===== src/rtl/dmem_port_arbiter_if.sv =====
// Bundled request/response and RAM-side signals of the data-memory port arbiter.
// The arbiter takes the slave view; requesters and the RAM together form the master view.
interface dmem_port_arbiter_if #(
  parameter int BIN_DIG = 32,
  parameter int ADDR_W  = 10
);
  logic               lsu_req_valid;
  logic               lsu_req_ready;
  logic               lsu_we;
  logic [1:0]         lsu_size;
  logic               lsu_unsigned;
  logic [BIN_DIG-1:0] lsu_addr;
  logic [BIN_DIG-1:0] lsu_wdata;
  logic               lsu_rsp_valid;
  logic [BIN_DIG-1:0] lsu_rdata;
  logic               lsu_err;

  logic               if_req_valid;
  logic               if_req_ready;
  logic [BIN_DIG-1:0] if_addr;
  logic               if_rsp_valid;
  logic [BIN_DIG-1:0] if_rdata;

  logic               mem_en;
  logic [3:0]         mem_be;
  logic [ADDR_W-1:0]  mem_addr;
  logic [BIN_DIG-1:0] mem_wdata;
  logic [BIN_DIG-1:0] mem_rdata;

  modport slave (
    input  lsu_req_valid, lsu_we, lsu_size, lsu_unsigned, lsu_addr, lsu_wdata,
    output lsu_req_ready, lsu_rsp_valid, lsu_rdata, lsu_err,
    input  if_req_valid, if_addr,
    output if_req_ready, if_rsp_valid, if_rdata,
    output mem_en, mem_be, mem_addr, mem_wdata,
    input  mem_rdata
  );

  modport master (
    output lsu_req_valid, lsu_we, lsu_size, lsu_unsigned, lsu_addr, lsu_wdata,
    input  lsu_req_ready, lsu_rsp_valid, lsu_rdata, lsu_err,
    output if_req_valid, if_addr,
    input  if_req_ready, if_rsp_valid, if_rdata,
    input  mem_en, mem_be, mem_addr, mem_wdata,
    output mem_rdata
  );
endinterface


===== src/rtl/dmem_port_arbiter.sv =====
// Arbitrates LSU and instruction-fetch access to one synchronous-read word RAM,
// with byte/half lane steering, load extension and misalignment rejection.
module dmem_port_arbiter #(
  parameter int BIN_DIG      = 32,
  parameter int ADDR_W       = 10,
  parameter int STARVE_LIMIT = 4
) (
  input logic              clk,
  input logic              rst,
  dmem_port_arbiter_if.slave bus
);
  localparam logic [1:0] IDLE   = 2'd0;
  localparam logic [1:0] ACCESS = 2'd1;
  localparam logic [1:0] RESP   = 2'd2;
  localparam logic [3:0] LIMIT  = 4'(STARVE_LIMIT);

  logic [1:0]         state;
  logic [3:0]         starve;
  logic               own_if;
  logic               c_we;
  logic               c_uns;
  logic               c_err;
  logic [1:0]         c_size;
  logic [ADDR_W+1:0]  c_addr;
  logic [BIN_DIG-1:0] c_wdata;

  logic               grant_if;
  logic               grant_lsu;
  logic               misalign;
  logic [BIN_DIG-1:0] lane;
  logic [BIN_DIG-1:0] ext;
  logic               unused_addr_bits;

  assign unused_addr_bits = ^{bus.lsu_addr[BIN_DIG-1:ADDR_W+2],
                              bus.if_addr[BIN_DIG-1:ADDR_W+2], bus.if_addr[1:0]};

  // Grants are only offered in IDLE and are held off while reset is asserted.
  always_comb begin
    grant_if  = 1'b0;
    grant_lsu = 1'b0;
    if (state == IDLE && !rst) begin
      grant_if  = bus.if_req_valid && (!bus.lsu_req_valid || starve == LIMIT);
      grant_lsu = bus.lsu_req_valid && !grant_if;
    end
  end

  assign bus.lsu_req_ready = grant_lsu;
  assign bus.if_req_ready  = grant_if;

  always_comb begin
    case (bus.lsu_size)
      2'd0:    misalign = 1'b0;
      2'd1:    misalign = bus.lsu_addr[0];
      2'd2:    misalign = |bus.lsu_addr[1:0];
      default: misalign = 1'b1;
    endcase
  end

  always_ff @(posedge clk or posedge rst) begin
    if (rst) begin
      state   <= IDLE;
      starve  <= '0;
      own_if  <= 1'b0;
      c_we    <= 1'b0;
      c_uns   <= 1'b0;
      c_err   <= 1'b0;
      c_size  <= '0;
      c_addr  <= '0;
      c_wdata <= '0;
    end else begin
      case (state)
        IDLE: begin
          if (grant_if) begin
            own_if  <= 1'b1;
            c_we    <= 1'b0;
            c_uns   <= 1'b0;
            c_err   <= 1'b0;
            c_size  <= 2'd2;
            c_addr  <= {bus.if_addr[ADDR_W+1:2], 2'b00};
            c_wdata <= '0;
            starve  <= '0;
            state   <= ACCESS;
          end else if (grant_lsu) begin
            own_if  <= 1'b0;
            c_we    <= bus.lsu_we;
            c_uns   <= bus.lsu_unsigned;
            c_err   <= misalign;
            c_size  <= bus.lsu_size;
            c_addr  <= bus.lsu_addr[ADDR_W+1:0];
            c_wdata <= bus.lsu_wdata;
            state   <= misalign ? RESP : ACCESS;
            if (!bus.if_req_valid)  starve <= '0;
            else if (starve < LIMIT) starve <= starve + 4'd1;
          end else if (!bus.if_req_valid) begin
            starve <= '0;
          end
        end
        ACCESS:  state <= RESP;
        default: state <= IDLE;
      endcase
    end
  end

  always_comb begin
    lane = bus.mem_rdata >> {c_addr[1:0], 3'b000};
    case (c_size)
      2'd0:    ext = {{(BIN_DIG-8){~c_uns & lane[7]}}, lane[7:0]};
      2'd1:    ext = {{(BIN_DIG-16){~c_uns & lane[15]}}, lane[15:0]};
      default: ext = lane;
    endcase
  end

  always_comb begin
    bus.mem_en        = 1'b0;
    bus.mem_be        = '0;
    bus.mem_addr      = '0;
    bus.mem_wdata     = '0;
    bus.lsu_rsp_valid = 1'b0;
    bus.lsu_rdata     = '0;
    bus.lsu_err       = 1'b0;
    bus.if_rsp_valid  = 1'b0;
    bus.if_rdata      = '0;
    if (state == ACCESS) begin
      bus.mem_en   = 1'b1;
      bus.mem_addr = c_addr[ADDR_W+1:2];
      if (c_we) begin
        case (c_size)
          2'd0: begin
            bus.mem_be    = 4'b0001 << c_addr[1:0];
            bus.mem_wdata = {4{c_wdata[7:0]}};
          end
          2'd1: begin
            bus.mem_be    = 4'b0011 << {c_addr[1], 1'b0};
            bus.mem_wdata = {2{c_wdata[15:0]}};
          end
          default: begin
            bus.mem_be    = 4'b1111;
            bus.mem_wdata = c_wdata;
          end
        endcase
      end
    end else if (state == RESP) begin
      if (own_if) begin
        bus.if_rsp_valid = 1'b1;
        bus.if_rdata     = bus.mem_rdata;
      end else begin
        bus.lsu_rsp_valid = 1'b1;
        bus.lsu_err       = c_err;
        if (!c_we && !c_err) bus.lsu_rdata = ext;
      end
    end
  end
endmodule


===== src/flat_wrapper.sv =====
// flat-port wrapper written by rule: the top's interface ports become plain ports
module dmem_port_arbiter_flat 
#(
  parameter int BIN_DIG      = 32,
  parameter int ADDR_W       = 10,
  parameter int STARVE_LIMIT = 4
)
  (clk, rst, bus_lsu_req_valid, bus_lsu_we, bus_lsu_size, bus_lsu_unsigned, bus_lsu_addr, bus_lsu_wdata, bus_lsu_req_ready, bus_lsu_rsp_valid, bus_lsu_rdata, bus_lsu_err, bus_if_req_valid, bus_if_addr, bus_if_req_ready, bus_if_rsp_valid, bus_if_rdata, bus_mem_en, bus_mem_be, bus_mem_addr, bus_mem_wdata, bus_mem_rdata);
  dmem_port_arbiter_if #(.BIN_DIG(BIN_DIG), .ADDR_W(ADDR_W)) bus_i ();
  input logic clk;
  input logic rst;
  input wire logic [$bits(bus_i.lsu_req_valid)-1:0] bus_lsu_req_valid;
  input wire logic [$bits(bus_i.lsu_we)-1:0] bus_lsu_we;
  input wire logic [$bits(bus_i.lsu_size)-1:0] bus_lsu_size;
  input wire logic [$bits(bus_i.lsu_unsigned)-1:0] bus_lsu_unsigned;
  input wire logic [$bits(bus_i.lsu_addr)-1:0] bus_lsu_addr;
  input wire logic [$bits(bus_i.lsu_wdata)-1:0] bus_lsu_wdata;
  output wire logic [$bits(bus_i.lsu_req_ready)-1:0] bus_lsu_req_ready;
  output wire logic [$bits(bus_i.lsu_rsp_valid)-1:0] bus_lsu_rsp_valid;
  output wire logic [$bits(bus_i.lsu_rdata)-1:0] bus_lsu_rdata;
  output wire logic [$bits(bus_i.lsu_err)-1:0] bus_lsu_err;
  input wire logic [$bits(bus_i.if_req_valid)-1:0] bus_if_req_valid;
  input wire logic [$bits(bus_i.if_addr)-1:0] bus_if_addr;
  output wire logic [$bits(bus_i.if_req_ready)-1:0] bus_if_req_ready;
  output wire logic [$bits(bus_i.if_rsp_valid)-1:0] bus_if_rsp_valid;
  output wire logic [$bits(bus_i.if_rdata)-1:0] bus_if_rdata;
  output wire logic [$bits(bus_i.mem_en)-1:0] bus_mem_en;
  output wire logic [$bits(bus_i.mem_be)-1:0] bus_mem_be;
  output wire logic [$bits(bus_i.mem_addr)-1:0] bus_mem_addr;
  output wire logic [$bits(bus_i.mem_wdata)-1:0] bus_mem_wdata;
  input wire logic [$bits(bus_i.mem_rdata)-1:0] bus_mem_rdata;
  assign bus_i.lsu_req_valid = bus_lsu_req_valid;
  assign bus_i.lsu_we = bus_lsu_we;
  assign bus_i.lsu_size = bus_lsu_size;
  assign bus_i.lsu_unsigned = bus_lsu_unsigned;
  assign bus_i.lsu_addr = bus_lsu_addr;
  assign bus_i.lsu_wdata = bus_lsu_wdata;
  assign bus_lsu_req_ready = bus_i.lsu_req_ready;
  assign bus_lsu_rsp_valid = bus_i.lsu_rsp_valid;
  assign bus_lsu_rdata = bus_i.lsu_rdata;
  assign bus_lsu_err = bus_i.lsu_err;
  assign bus_i.if_req_valid = bus_if_req_valid;
  assign bus_i.if_addr = bus_if_addr;
  assign bus_if_req_ready = bus_i.if_req_ready;
  assign bus_if_rsp_valid = bus_i.if_rsp_valid;
  assign bus_if_rdata = bus_i.if_rdata;
  assign bus_mem_en = bus_i.mem_en;
  assign bus_mem_be = bus_i.mem_be;
  assign bus_mem_addr = bus_i.mem_addr;
  assign bus_mem_wdata = bus_i.mem_wdata;
  assign bus_i.mem_rdata = bus_mem_rdata;
  dmem_port_arbiter #(.BIN_DIG(BIN_DIG), .ADDR_W(ADDR_W), .STARVE_LIMIT(STARVE_LIMIT)) u_core (.clk(clk), .rst(rst), .bus(bus_i));
endmodule

===== config.mk =====
export PLATFORM = sky130hd
export DESIGN_NAME = dmem_port_arbiter_flat
export DESIGN_NICKNAME = d
export VERILOG_FILES = /design/src/rtl/dmem_port_arbiter_if.sv /design/src/rtl/dmem_port_arbiter.sv /design/src/flat_wrapper.sv
export SDC_FILE = /design/constraint.sdc
export NUM_CORES = 1
export LEC_CHECK = 0
export ABC_CLOCK_PERIOD_IN_PS = 3600
export BUFFER_PORTS_ARGS = -buffer_cell sky130_fd_sc_hd__buf_2
export CAP_MARGIN = 20
export CORE_MARGIN = 4
export CORE_UTILIZATION = 46
export CTS_CLUSTER_SIZE = 12
export DETAILED_ROUTE_END_ITERATION = 10
export PLACE_DENSITY = 0.88
export SYNTH_ARGS = -nofsm -noshare
export SYNTH_HDL_FRONTEND = slang
export SYNTH_SLANG_ARGS = --single-unit

===== constraint.sdc =====
create_clock -name clk -period 3.6 [get_ports clk]
set_input_delay 0.54 -clock clk [delete_from_list [all_inputs] [get_ports clk]]
set_output_delay 0.54 -clock clk [all_outputs]
set_load 0.005 [all_outputs]

==> impl_metrics.yaml, run 1 <==
drt:
  first_pass_iters: 5
  dr_total_vias: 4110
  finalWirelength_um: 12700
  antenna_left: 0
  drt_iter0_markers: 179
  viasPerCell: 5.47
  wire_per_inst_um: 16.9
  drcViolationCount: 0
timing:
  fin_tns_setup_ns: 0
  skew_ns: 0.00675
  hold_violations: 0
  maxSlewHeadroom_pct: 37.6
  final_max_slew_viol_count: 0
  worst_pin_slew_ns: 0.934
  fin_crit_sh_pct: 79.6
  rsz0062_at_grt: "no"
  whs_ns: 0.444
  post-route-min-period_ns: 2.87
  max_freq_mhz: 349
  layout_setup_ws_ns: 0.734
  setup_viol: 0
cts:
  cts_tree: "done"
  clk_latency_ns: 0.30
  cts_buffer_depth: 2
  numCtsBuffers: 5
  cts_num_sinks: 56
  htreeDepth: 2
  cts_hold_buf: 0
  cts_setup_buffers: 0
  root_buffer: "clkbuf_8"
  path_clk_slew_ns: 0.10
  cts-resized-gates: 0
finish:
  fin_util_pct: 63.5
  final_nets: 786
  area_growth_syn_to_layout_pct: 32.1
  drive_above_1_share_pct: 36.8
  antenna-diode-count: 0
  finalNonFillerCells: 751
status:
  status: "completed"
synthesis:
  ys.flop_type: "dfrtp_1"
  syn_area_mm2: 0.00379
  ys_seq_area_share_pct: 37.0
  synth_nets: 595
  synth_cell_types: 39
  ys_ff_latch: 56
  async_flop_share_pct: 100
  synth_edf_count: 0
  ys_warn_count: 0
  netlist_instances: 457
  syn_area_per_cell_um2: 8.29
critical_path:
  crit_path_start_kind: "register"
  arrival_ns: 2.33
  critPathMaxFanout: 17
  slowest_delay_ns: 0.44
  critPathSlowestCell: "dfrtp_1"
  setup.worst_path.class: "reg -> out"
  cp.required_ns: 3.06
  path_cells: "nor3b_2, nand2_2, a2111oi_4, o21ai_2, o21ai_0, buf_2"
  end_kind: "primary output"
global_route:
  gr-usage-met3_pct: 3.96
  grt_pass1_wl_um: 19900
  grt.overflow.total: 0
  use_met1_pct: 30.2
  met2_usage_pct: 45.7
  antenna_found_initial: 2
  grt_max_degree: 47
  grt_usage_pct: 24.8
  grt_pass1_vias: 3965
  grt-busiest-layer: "met2"
placement:
  port_buffers: 209
  dp_slack_ns: 1.06
  dp_hpwl_um: 9900
  gp_congestion: 0.960
  dpl.cell_count: 742
die:
  rows: 32
  initial_core_util_pct: 48.0
  core_area_mm2: 0.00789
  dieArea_mm2: 0.00976
  die_x_um: 98.8
  die_h_um: 98.8
  ios: 252
hold_path:
  hp-class: "in -> reg"
power:
  pwr-share-comb_pct: 36.1
  swShare_pct: 36.7
  p_sw_uw: 708
  peakVddDrop_v: 0.000262
  pwr-share-seq_pct: 45.1
  p_int_mw: 1.22
  leakagePower_nw: 2.78
  pwr-share-clk_pct: 18.8
  power_density_mw_per_mm2: 385
job:
  maxCapViolCount: 0
==> kinds of logic (layout without fill, tap and decap cells) <==
family	count (synthesis)	count (layout)	synth area share, %
compound gates	135	135	23.6
fa+ha+maj	2	2	0.660
buf+inv	47	239	5.18
flops	56	56	37.0
mux	35	35	9.41
simple gates	182	182	24.2
==> metal layers <==
| layer | vias to the layer above | part of all wire (%) |
|---|---|---|
| li1 | 1969 | - |
| met1 | 1908 | 39 |
| met2 | 208 | 51 |
| met3 | 21 | 8.3 |
| met4 | 4 | 1.8 |
| met5 | - | 0.21 |
==> worst max-delay path, delay by kind of cell, from the launching register on <==
kind,cells,cell delay [ns]
flip-flops,1,0.44
AO/OA/AOI/OAI,3,0.83
AND/OR/NAND/NOR,2,0.60
buffers and inverters,1,0.15
==> layout make-up <==
type	instances	area (um2)
Fill cell	697	2880
Timing Repair Buffer	221	1140
Clock buffer	6	82.6
Sequential cell	56	1400
Clock inverter	2	13.8
Tap cell	102	128
Multi-Input combinational cell	354	2210
Inverter	10	37.5
==> sequential cells by signal, indices dropped and copies added (netlist names) <==
signal,count
u_core.c_addr,12
u_core.c_err,1
u_core.c_size,2
u_core.c_uns,1
u_core.c_wdata,32
u_core.c_we,1
u_core.own_if,1
u_core.starve,4
u_core.state,2
==> layout by cell type (no fill, tap or decap), types with 2 or more instances in the layout <==
cell      netlist  routed
a211oi_1       14      14
a21oi_1        44      43
a22o_1         36      36
and2_1         43      43
and3_1          8       8
and3b_1         2       2
buf_2           4     209
buf_4           0      12
clkbuf_8        0       6
dfrtp_1        56      56
ha_1            2       2
inv_1          10       9
mux2i_1        33      33
nand2_1        59      59
nand2b_1        2       2
nand3b_1       10      10
nand4b_1        2       2
nor2_1         42      42
nor2b_1         9       9
o21ai_0        28      27
o21ai_1         3       3
o21ai_2         1       2
==> power by group through the flow <==
stage / clock, mW / combinational (mW) / sequential [mW]
after detailed placement: 0 / 0.695 / 0.878
after floorplan: 0 / 0.496 / 0.819
after CTS: 0.367 / 0.697 / 0.866
final: 0.363 / 0.695 / 0.870
after global placement: 0 / 0.675 / 0.872
after global routing: 0.392 / 0.770 / 0.885
==> through the flow <==
step	cell area, um2	power (mW)
2_1_floorplan	3790	1.31
3_3_place_gp	4900	1.55
3_5_place_dp	4900	1.57
4_1_cts	5000	1.93
5_1_grt	5010	2.05
6_report	5010	1.93
==> cell usage after synthesis (all sizes together), types with 8 or more instances <==
master / n / area share [%]
dfrtp: 56 / 37
a21oi: 44 / 5.8
nor2: 42 / 4.2
a22o: 36 / 8.3
nand3b: 10 / 2.0
o21ai: 32 / 4.3
nand2: 60 / 6.0
buf: 8 / 1.3
inv: 10 / 0.99
and2: 43 / 7.1
a211oi: 14 / 2.8
and3: 8 / 1.3
mux2i: 33 / 8.7
clkbuf: 29 / 2.9
nor2b: 9 / 1.5
==> path summary, 6_finish.rpt <==
| check | startpoint | to | depth (start not counted) | slack [ns] |
|---|---|---|---|---|
| max | u_core.state[0] | bus_lsu_rdata[16] | 6 | 0.73 |
| min | bus_lsu_wdata[18] | u_core.c_wdata[18] | 2 | 0.44 |
| max reg2reg | u_core.starve[0] | u_core.starve[1] | 6 | 1.77 |
| min reg2reg | u_core.c_wdata[21] | u_core.c_wdata[21] | 1 | 0.52 |
| max in group asynchronous | rst | u_core.c_wdata[26] | 3 | 2.42 |
| min in group asynchronous | rst | u_core.c_addr[6] | 2 | 0.47 |
No activity file was read; power rests on OpenSTA's default activity.
==> inputs of run 2 (changes only) <==
ABC_AREA = 1   (was unset)
ABC_CLOCK_PERIOD_IN_PS = 2400   (was 3600)
CORE_UTILIZATION = 39   (was 46)
PLACE_DENSITY = 0.78   (was 0.88)
clock period = 2.4 ns   (was 3.6 ns; I/O delays follow)
==> run 2 against run 1 <==
Net effect:
- critical path depth grew 1
- clock power is 44% higher
- hold slack worse by 0.20 ns
- largest cell class unchanged
- largest power group is now combinational logic
- critical endpoint is now bus_lsu_rdata[13]
==> impl_metrics.yaml, run 2 <==
synthesis:
  netlist_instances: 629
  synth_edf_count: 0
  synth_nets: 767
  syn_area_per_cell_um2: 6.28
  ys.flop_type: "dfrtp_1"
  ys_warn_count: 0
  synth_common_cells: "nand2_1 (177), nor2_1 (123), o21ai_0 (69)"
  syn_area_mm2: 0.00395
  synth_cell_types: 27
  synth.largest_area_cell: "dfrtp_1"
  synth_most_common_cell: "nand2_1"
  synth_top_cell_area_share_pct: 35.5
  yosys-top-cells-area: "dfrtp_1 (35%), nand2_1 (17%), nor2_1 (12%)"
  async_flop_share_pct: 100
  ys_seq_area_share_pct: 35.5
  ys_ff_latch: 56
timing:
  skew_ns: 0.0104
  worst_pin_slew_ns: 0.693
  final_max_slew_viol_count: 0
  fin_crit_sh_pct: 94.9
  rsz0062_at_grt: "no"
  maxSlewHeadroom_pct: 53.8
  hold_violations: 0
  setup_viol: 0
  fin_tns_setup_ns: 0
  layout_setup_ws_ns: 0.123
  max_freq_mhz: 439
  whs_ns: 0.242
  post-route-min-period_ns: 2.28
die:
  initial_core_util_pct: 40.2
  ios: 252
  rows: 36
  core_area_mm2: 0.00982
  dieArea_mm2: 0.0118
  die_h_um: 109
  die_x_um: 109
critical_path:
  critPathMaxFanout: 27
  path_cells: "inv_4, buf_4, nand2_1, a21oi_1, nand2_1, a21oi_1, buf_2"
  cpLargestDelayFamily: "buffers and inverters"
  arrival_ns: 1.92
  end_kind: "primary output"
  setup.worst_path.class: "reg -> out"
  cp_num_buf_inv: 3
  slowest_delay_ns: 0.50
  critPathSlowestCell: "dfrtp_1"
  crit_path_start_kind: "register"
  cp.required_ns: 2.04
cts:
  path_clk_slew_ns: 0.11
  cts_num_sinks: 56
  clk_latency_ns: 0.31
  root_buffer: "clkbuf_8"
  numCtsBuffers: 5
  cts_buffer_depth: 2
  cts_tree: "done"
  htreeDepth: 2
  cts_hold_buf: 0
power:
  p_total_mw: 3.09
  peakVddDrop_v: 0.000386
  power_density_mw_per_mm2: 595
  leakagePower_nw: 3.05
placement:
  gp_congestion: 0.861
  port_buffers: 209
  dp_hpwl_um: 10700
  dp_slack_ns: 0.368
  placed_area_mm2: 0.00507
  dpl.cell_count: 949
drt:
  first_pass_iters: 4
  wl_met1_um: 5360
  wire_per_inst_um: 14.3
  wl_met2_um: 6840
  viasPerCell: 4.93
  antenna_left: 0
  dr_total_vias: 4730
  drt_iter0_markers: 248
  finalWirelength_um: 13700
  wl_met3_um: 1200
  drcViolationCount: 0
  dr.max_layer_used: "met4"
finish:
  fin_util_pct: 52.9
  area_growth_syn_to_layout_pct: 31.6
  drive_above_1_share_pct: 31.8
  antenna-diode-count: 0
  top_regs: "u_core.c_wdata x32, u_core.c_addr x12, u_core.starve x4"
  largest_register_ffs: 32
  final_area_mm2: 0.00519
  regMostFlops: "u_core.c_wdata"
  final_cell_mix: "buf_2 (209), nand2_1 (177), nor2_1 (123), o21ai_0 (69), dfrtp_1 (56)"
  n_fill_cell: 1008
  finalNonFillerCells: 960
  final_nets: 964
  final_common_cell: "buf_2"
global_route:
  antenna_found_initial: 0
  grt_pass1_wl_um: 21400
  grt.overflow.total: 0
  grt_max_degree: 57
  grt_usage_pct: 22.7
  grt_pass1_vias: 4443
job:
  maxCapViolCount: 0
hold_path:
  hp-class: "in -> reg"
status:
  status: "completed"
run 2: changes by cell type after synthesis, moves of 10 or more:
cell      change
a211oi_1     -12
a21oi_1      +10
a22o_1       -36
and2_1       -43
inv_1        +45
mux2i_1      -33
nand2_1     +118
nor2_1       +81
o21ai_0      +41
run 2: area by class of cell:
type / instances / area, um2 / area share [%]
clock buffer: 5 / 68.8 / 1.32
clock inverter: 3 / 22.5 / 0.434
inverter: 64 / 255 / 4.91
multi-input combinational: 471 / 2090 / 40.3
sequential: 56 / 1400 / 27.0
tap: 133 / 166 / 3.20
timing repair buffer: 228 / 1190 / 22.9
run 2: routing by layer:
layer,vias up,GRT usage [%]
met3,27,4.14
met1,2130,26.9
li1,2371,-
met2,202,41.7
met4,0,6.94
met5,-,0
run 2: report_power, final:
part           internal [mW]  total [mW]  switching, mW
Clock                  0.210       0.522          0.312
Combinational          0.464        1.33          0.866
Sequential              1.12        1.24          0.116
Total                   1.79        3.09           1.29
run 2: logic make-up (layout without fill, tap and decap cells):
group	after synthesis	after routing	synth area share, %
simple gates	327	327	33.3
fa+ha+maj	2	2	0.634
compound gates	142	142	18.9
flops	56	56	35.5
buf+inv	102	300	11.7
run 2: final timing paths:
path                                     from  slack [ns]  cells past startpoint            endpoint
max                          u_core.c_addr[0]        0.12                      7   bus_lsu_rdata[13]
max in group asynchronous                 rst        1.68                      3  u_core.c_wdata[19]
min                         bus_lsu_wdata[18]        0.24                      3  u_core.c_wdata[18]
max reg2reg                  u_core.starve[0]        0.34                      9    u_core.c_size[0]
min reg2reg                u_core.c_wdata[30]        0.48                      2  u_core.c_wdata[30]
min in group asynchronous                 rst        0.28                      3    u_core.c_addr[1]
run 2: repair_timing:
| action | 4_1_cts | 5_1_grt |
|---|---|---|
| setup buffers | 0 | 3 |
| endpoints found under the hold margin | 0 | 0 |
| gates resized for setup | 0 | 2 |
| endpoints found under the setup margin | 0 | 16 |
run 2: worst register-to-register path: cells and delay by family (launching register included):
family | cells | cell delay, ns
AND/OR/NAND/NOR | 5 | 0.90
buffers and inverters | 2 | 0.40
adder cells (fa/ha/maj) | 1 | 0.16
flip-flops | 1 | 0.41
AO/OA/AOI/OAI | 1 | 0.08
